## src/rtl/mops_sdo_responder.sv

```systemverilog
// MOPS-side CANopen SDO responder for one emulated bus: answers ADC upload
// requests from the hub, emits abort frames on bad requests, and sends the bootup frame.
module mops_sdo_responder #(
  parameter logic [6:0] NODE_ID     = 7'h00,
  parameter logic [7:0] N_ADC       = 8'd35,
  parameter logic [7:0] RESP_DELAY  = 8'd8,
  parameter logic [7:0] ADC_TIMEOUT = 8'd255
) (
  input  logic        clk_40_m,
  input  logic        rst,
  input  logic        req_valid,
  output logic        req_ready,
  input  logic [75:0] req_frame,
  output logic        rsp_valid,
  input  logic        rsp_ready,
  output logic [75:0] rsp_frame,
  input  logic        sign_on,
  output logic        adc_rd_en,
  output logic [7:0]  adc_ch,
  input  logic [15:0] adc_value,
  input  logic        adc_valid,
  output logic        busy,
  output logic [15:0] req_cnt,
  output logic [7:0]  abort_cnt
);

  localparam logic [10:0] ID_RX   = 11'h600 + {4'd0, NODE_ID};
  localparam logic [10:0] ID_TX   = 11'h580 + {4'd0, NODE_ID};
  localparam logic [10:0] ID_BOOT = 11'h700 + {4'd0, NODE_ID};

  localparam logic [31:0] AB_CMD     = 32'h0504_0001;
  localparam logic [31:0] AB_NOOBJ   = 32'h0602_0000;
  localparam logic [31:0] AB_TIMEOUT = 32'h0800_0000;

  typedef enum logic [2:0] {IDLE, DECODE, ADC_REQ, ADC_WAIT, DELAY, SEND} state_t;

  state_t      state;
  logic [31:0] req_hdr;     // bytes0..3 of the accepted request
  logic        boot_pend;
  logic        sign_on_q;
  logic [7:0]  wait_cnt;
  logic [7:0]  dly_cnt;

  logic        build;
  logic        is_abort;
  logic [31:0] ab_code;
  logic [75:0] build_frame;

  wire       sign_rise = sign_on & ~sign_on_q;
  wire [7:0] cmd       = req_hdr[31:24];
  wire [15:0] index    = {req_hdr[15:8], req_hdr[23:16]};
  wire [7:0] sub       = req_hdr[7:0];

  // RTR bit and bytes4..7 of a request carry nothing for an upload initiate
  wire unused_req_bits = ^{req_frame[64], req_frame[31:0]};

  assign req_ready = rst && (state == IDLE) && !boot_pend;
  assign busy      = (state != IDLE);

  // Frame to launch this cycle, if any; aborts share one layout
  always_comb begin
    build       = 1'b0;
    is_abort    = 1'b0;
    ab_code     = 32'h0;
    build_frame = 76'h0;
    case (state)
      IDLE:
        if (boot_pend) begin
          build       = 1'b1;
          build_frame = {ID_BOOT, 1'b0, 64'h0};
        end
      DECODE:
        if (cmd != 8'h40) begin
          build = 1'b1; is_abort = 1'b1; ab_code = AB_CMD;
        end else if (index != 16'h2400 || sub == 8'h00 || sub > N_ADC) begin
          build = 1'b1; is_abort = 1'b1; ab_code = AB_NOOBJ;
        end
      ADC_WAIT:
        if (adc_valid) begin
          build       = 1'b1;
          build_frame = {ID_TX, 1'b0, 8'h43, req_hdr[23:0],
                         adc_value[7:0], adc_value[15:8], 16'h0};
        end else if ({1'b0, wait_cnt} + 9'd1 >= {1'b0, ADC_TIMEOUT}) begin
          build = 1'b1; is_abort = 1'b1; ab_code = AB_TIMEOUT;
        end
      default: ;
    endcase
    if (is_abort)
      build_frame = {ID_TX, 1'b0, 8'h80, req_hdr[23:0],
                     ab_code[7:0], ab_code[15:8], ab_code[23:16], ab_code[31:24]};
  end

  always_ff @(posedge clk_40_m) begin
    if (!rst) begin
      state     <= IDLE;
      req_hdr   <= 32'h0;
      boot_pend <= 1'b0;
      sign_on_q <= 1'b0;
      wait_cnt  <= 8'h0;
      dly_cnt   <= 8'h0;
      rsp_valid <= 1'b0;
      rsp_frame <= 76'h0;
      adc_rd_en <= 1'b0;
      adc_ch    <= 8'h0;
      req_cnt   <= 16'h0;
      abort_cnt <= 8'h0;
    end else begin
      sign_on_q <= sign_on;
      adc_rd_en <= 1'b0;
      case (state)
        IDLE:
          if (boot_pend)
            boot_pend <= 1'b0;
          else if (req_valid && req_frame[75:65] == ID_RX) begin
            req_hdr <= req_frame[63:32];
            req_cnt <= req_cnt + 16'd1;
            state   <= DECODE;
          end
        DECODE:
          if (!build) begin
            adc_rd_en <= 1'b1;
            adc_ch    <= sub;
            state     <= ADC_REQ;
          end
        ADC_REQ: begin
          wait_cnt <= 8'h0;
          state    <= ADC_WAIT;
        end
        ADC_WAIT:
          if (!build) wait_cnt <= wait_cnt + 8'd1;
        DELAY:
          if ({1'b0, dly_cnt} + 9'd1 >= {1'b0, RESP_DELAY}) begin
            rsp_valid <= 1'b1;
            state     <= SEND;
          end else
            dly_cnt <= dly_cnt + 8'd1;
        SEND:
          if (rsp_ready) begin
            rsp_valid <= 1'b0;
            adc_ch    <= 8'h0;
            state     <= IDLE;
          end
        default: state <= IDLE;
      endcase

      if (build) begin
        rsp_frame <= build_frame;
        if (is_abort && abort_cnt != 8'hFF) abort_cnt <= abort_cnt + 8'd1;
        if (RESP_DELAY == 8'd0) begin
          rsp_valid <= 1'b1;
          state     <= SEND;
        end else begin
          dly_cnt <= 8'h0;
          state   <= DELAY;
        end
      end

      // A new edge wins over the clear so it is never lost
      if (sign_rise) boot_pend <= 1'b1;
    end
  end

endmodule

```

## config.mk

```make
export PLATFORM = sky130hd
export DESIGN_NAME = mops_sdo_responder
export DESIGN_NICKNAME = d
export VERILOG_FILES = /design/src/rtl/mops_sdo_responder.sv
export SDC_FILE = /design/constraint.sdc
export NUM_CORES = 1
export LEC_CHECK = 0
export CAP_MARGIN = 0
export CORE_ASPECT_RATIO = 0.75
export CORE_MARGIN = 2
export CORE_UTILIZATION = 44
export DETAILED_ROUTE_END_ITERATION = 8
export MAX_ROUTING_LAYER = met4
export PLACE_DENSITY_LB_ADDON = 0.12
export SKIP_CTS_REPAIR_TIMING = 1
export SLEW_MARGIN = 10
export SYNTH_ARGS = -nofsm -noshare
export SYNTH_HDL_FRONTEND = slang
export SYNTH_SLANG_ARGS = --single-unit
```

## constraint.sdc

```tcl
create_clock -name clk_40_m -period 3.3 [get_ports clk_40_m]
set_input_delay 0.33 -clock clk_40_m [delete_from_list [all_inputs] [get_ports clk_40_m]]
set_output_delay 0.33 -clock clk_40_m [all_outputs]
set_load 0.02 [all_outputs]
```

=== After elaboration in Yosys (flattened, before gate mapping) ===
Cells that the tools add are included.

* Register bits after elaboration: 163
* Input bits: 98

* Magnitude comparators: 3
* Bitwise operators: 6
* Reductions and logical operators: 24
* Eq/ne operators: 20
* Muxes and demuxes: 34
* Add/sub/neg operators: 6

{| class="wikitable"
|+ Operators with widths
! cell !! count
|-
| $mux W76 || 3
|-
| $pmux W76 S2 || 1
|-
| $mux W28 || 2
|-
| $pmux W28 S2 || 1
|-
| $mux W27 || 2
|-
| $pmux W8 S2 || 2
|-
| $add A8 B1 Y8 const B || 3
|-
| $mux W8 || 3
|-
| $add A8 B1 Y9 const B || 2
|-
| $pmux W3 S6 || 1
|-
| $add A16 B1 Y16 const B || 1
|-
| $ne A16 B14 Y1 const B || 1
|-
| $mux W3 || 5
|-
| $ne A2 B2 Y1 const B || 6
|-
| $eq A11 B11 Y1 const B || 1
|-
| $mux W1 || 11
|-
| $reduce_and A5 Y1 || 2
|-
| $ge A9 B4 Y1 const B || 1
|-
| $ge A9 B8 Y1 const B || 1
|-
| $ne A3 B3 Y1 const B || 3
|-
| $reduce_and A3 Y1 || 3
|-
| $gt A8 B6 Y1 const B || 1
|-
| $logic_not A8 Y1 || 1
|-
| $ne A8 B7 Y1 const B || 1
|-
| 18 further kinds || 35
|}

=== Longest topological paths before layout ===
* Depth in word-level cells: 8
* Mapped depth: 12
* Gate-level depth less buffers: 9

=== Worst setup path after synthesis ===
OpenSTA, ideal clock, no wires.

* Path kind: register to register
* Start point: register wait_cnt[1]
* End point: register wait_cnt[6]
* Library setup time: 74 ps
* Arrival: 2304 ps
* Cell stages (with the launch flop): 10
* Required time: 3226 ps
* Buffers on the path: 1
* Clock period less this slack: 2378 ps
* Slack: 922 ps
* Cells stage by stage: dfxtp_1 -> ha_1 -> clkbuf_1 -> a21oi_1 -> o211ai_1 -> o221ai_1 -> a211oi_1 -> o21ai_2 -> or4_1 -> a31oi_1

* Cells in the longest elaborated chain, start to end: 7
* Elaborated cells between the ends (all ways): 10
* Classes of those cells: add/sub (2); order compare (1); eq/ne (1); mux (5); reduce/logical (1)

{| class="wikitable"
|+ Ends and longest elaborated chain
! item !! RTL line !! source
|-
| start, declared || 41 || <nowiki>logic [7:0] wait_cnt;</nowiki>
|-
| start signal, assigned || 130 || <nowiki>if (!build) wait_cnt <= wait_cnt + 8'd1;</nowiki>
|-
| $add A8 B1 Y9 || 83 || <nowiki>end else if ({1'b0, wait_cnt} + 9'd1 >= {1'b0, ADC_TIMEOUT}) begin</nowiki>
|-
| $ge A9 B8 Y1 || 83 ||
|-
| $mux W1 || 83 ||
|-
| $mux W1 || 79 || <nowiki>if (adc_valid) begin</nowiki>
|-
| $pmux W1 S3 || 66 || <nowiki>case (state)</nowiki>
|-
| $ne A2 B2 Y1 (no source line) || n/a ||
|-
| $reduce_and A2 Y1 (no source line) || n/a ||
|}

Parallel ways exist; a longest one is shown, timed or not. The select of a mux whose other input is x is not followed.
A chain may end at the register's enable or synchronous reset.

=== Worst setup path in the final report ===
* Start point: register wait_cnt[0]
* End point: register rsp_frame[34]

* Cells in the longest elaborated chain, start to end: 6
* Elaborated cells between the ends (all ways): 8
* Classes of those cells: add/sub (1); order compare (1); mux (6)

{| class="wikitable"
|+ Ends and longest elaborated chain
! item !! RTL line !! source
|-
| $add A8 B1 Y9 (*) || 83 ||
|-
| $ge A9 B8 Y1 (*) || 83 ||
|-
| $mux W1 (*) || 83 ||
|-
| $mux W1 || 79 ||
|-
| $pmux W1 S2 || 66 ||
|-
| $mux W76 || 88 || <nowiki>if (is_abort)</nowiki>
|-
| end signal, assigned || 147 || <nowiki>rsp_frame <= build_frame;</nowiki>
|-
| end, declared || 16 || <nowiki>output logic [75:0] rsp_frame,</nowiki>
|}

Every way passes the cells marked *; elsewhere a longest branch is shown, timed or not.

==> flow_summary_export.csv <==
group,metric,value,unit
outcome,outcome,"finished, final reports clean",
setup_path,r2r-start,"wait_cnt[0]$_SDFFE_PN0P_",
timing,fin_crit_sh,0.9366,
grt,grt_max_degree,49,
routing,wl,14960,um
synth,synth_top_area_frac,0.4808,
finish,layout-drive-gt1-share,0.07317,
setup_path,cp.arrival,3.44,ns
setup_path,cp_max_fo,24,
finish,nets,870,
place,dpl.cell_count,912,
flow_run,drv_cap,0,
synth,yosys_warnings,0,
setup_path,r2r-end,"rsp_frame[34]$_SDFFE_PN0P_",
grt,globalRouteTotalUtil,0.2204,
synth,synth_ff_type,"dfxtp_1",
clock_network,cts.clk_slew.worst_paths,0.06,ns
routing,viasPerCell,5.359,
synth,yosysSeqAreaShare,0.4808,
setup_path,crit_type,"reg2reg",
timing,fmax,323.5,MHz
power_and_ir_drop,leakage,2.807,nW
power_and_ir_drop,power-per-cell-area,482.6,mW/mm^2
synth,synthCells,628,
routing,first_pass_iters,5,
clock_network,cts-root-buf,"clkbuf_16",
timing,tns,0,ns
timing,finalClockSkew,0.01454,ns
floorplan,rows,35,
setup_path,cp-endpoint,"rsp_frame[34]$_SDFFE_PN0P_",
grt,grt_pass1_wl,23390,um
synth,synth_area,0.005663,sq mm
power_and_ir_drop,worst_ir_drop_vdd,351.4,uV
floorplan,core_area,0.01244,sq mm
synth,synth_top_cell_by_area,"dfxtp_1",
finish,antenna_cells,0,
finish,syn2layout_area_growth,37.89,%
clock_network,cts_tree,"yes",
timing,setup_slack,0.2092,ns
routing,drt_iter0_markers,237,
timing,rsz0062_at_grt,"no",
routing,vias,5064,
timing,setup_viol,0,
timing,relSlewSlack,0.2363,
place,place_hpwl,10320,um
synth,syn_avg_cell_area,9.017,sq um
floorplan,die_area,0.01380,sq mm
place,gp_congestion,0.8120,
clock_network,clockBufferDepth,2,
clock_network,cts_made_buffers,17,
setup_path,crit_path_end_kind,"register",
synth,synth_cell_types,57,
synth,synthTopCellsByCount,"dfxtp_1, nand2_1, a21oi_1, nor2_1, a22o_1",
setup_path,reg2reg_slack,0.21,ns
routing,wl_met2,6853,um
setup_path,crit_path_start,"wait_cnt[0]$_SDFFE_PN0P_",
routing,antenna_left,0,
synth,synth.area.top_cells,"dfxtp_1, nand2_1, a22o_1, a21oi_1, buf_4",
synth,yosysMostFrequentCell,"dfxtp_1",
floorplan,start_util,0.4553,
clock_network,cts.sinks,136,
timing,slew_violations,0,
synth,synth_edf_count,0,
synth,ys_ff_latch,136,
timing,final-hold-violation-count,0,
finish,fin_cells,945,
routing,dr_wl_met3,900,um
min_path,min_path_type,"reg2reg",
setup_path,reg2regPathDepth,8,
min_path,hold_depth,1,
timing,tightest_slew,1.141,ns
place,pre_cts_ws,0.2467,ns
place,port_buffers,154,
floorplan,die_y,102.3,um
floorplan,die_w,135.0,um
setup_path,startpoint_type,"register",
clock_network,worstSkewPairLatency,0.42,ns
synth,synthArstFlopShare,0,
timing,fin_crit,3.091,ns
routing,wl_met1,7054,um
floorplan,ios,210,
clock_network,htreeDepth,4,
grt,overflow,0,
grt,grt_pass1_vias,4784,
routing,routedWlPerCell,15.83,um
setup_path,cp.required,3.65,ns
power_and_ir_drop,total_power,3.768,mW
grt,antenna_found_initial,0,
routing,route.detailed.drc,0,
routing,top_layer_used,"met4",
per-layer routing:
layer  vias to the layer above  track usage
met4                         0      0.07292
li1                       2454            -
met3                        18      0.05704
met2                       172       0.3366
met5                         -            -
met1                      2420       0.2866
worst max-delay path, cell delays in order (launching register included):
cell and delay (ns):
dfxtp_1 0.49, ha_1 0.37, a21oi_1 0.07, o211ai_1 0.16, o221ai_1 0.24, a211oi_1 0.42, o21ai_2 0.19, nor2_2 0.83
a22o_1 0.25
how the worst min path moves through the flow:
stage                                    start                    endpoint  slack, ns
finish                  adc_ch[7]$_SDFFE_PN0P_      adc_ch[7]$_SDFFE_PN0P_       0.46
global route                     req_frame[52]    req_hdr[20]$_SDFFE_PN0P_       0.47
CTS                     adc_ch[7]$_SDFFE_PN0P_      adc_ch[7]$_SDFFE_PN0P_       0.46
detailed placement      adc_ch[7]$_SDFFE_PN0P_      adc_ch[7]$_SDFFE_PN0P_       0.44
global placement    rsp_frame[72]$_SDFFE_PN0P_  rsp_frame[72]$_SDFFE_PN0P_       0.44
floorplan             req_hdr[31]$_SDFFE_PN0P_    req_hdr[31]$_SDFFE_PN0P_       0.43
kinds of logic after synthesis:
logic type / share of synthesized area
adder cells (fa/ha/maj): 0.01326
XOR/XNOR: 0.02320
buffers and inverters: 0.07291
other: 0.0006622
AO/OA/AOI/OAI: 0.1927
AND/OR/NAND/NOR: 0.2042
multiplexers: 0.01237
flip-flops: 0.4808
state kept, by name, summed over array words and instances, names as in the netlist:
signal	flops
adc_rd_en	1
wait_cnt	8
abort_cnt	8
rsp_valid	1
adc_ch	8
rsp_frame	49
req_cnt	16
req_hdr	32
sign_on_q	1
dly_cnt	8
boot_pend	1
state	3
metrics by stage:
| stage | cell area [sq um] | hold slack [ns] | utilization |
|---|---|---|---|
| 2_1_floorplan | 5742 | 0.4323 | - |
| 3_5_place_dp | 7201 | 0.4431 | 0.5790 |
| 4_1_cts | 7802 | 0.4592 | 0.6274 |
| 5_1_grt | 7809 | 0.4705 | 0.6279 |
| 6_report | 7809 | 0.4596 | 0.6279 |
| 3_3_place_gp | 7201 | 0.4370 | 0.5790 |
placed cells by master (no fill, tap or decap), types with 7 or more instances in the layout:
cell,n
and3_1,8
mux2i_1,7
xor2_1,7
nand4_1,7
a22o_1,39
dfxtp_1,136
a21oi_1,51
nand2_1,97
or3_1,7
clkbuf_16,17
nor4_1,7
clkdlybuf4s50_1,154
buf_4,11
nor2_1,38
a31oi_1,9
nand2b_1,11
xnor2_1,8
inv_1,7
conb_1,22
nand3_1,24
area by class of cell:
class / instances / area, sq um
Fill cell: 1049 / 4628
Inverter: 8 / 30.03
Multi-Input combinational cell: 438 / 2623
Timing Repair Buffer: 165 / 1624
Clock buffer: 17 / 425.4
Clock inverter: 15 / 176.4
Tap cell: 166 / 207.7
Sequential cell: 136 / 2723
power by group:
part | switching [mW] | leakage (nW) | internal [mW]
Clock | 0.739 | 0.295 | 1.19
Combinational | 0.0938 | 1.42 | 0.0898
Sequential | 0.00632 | 1.10 | 1.65
Total | 0.839 | 2.81 | 2.93
Note: power is estimated with default switching activity, not from simulation.
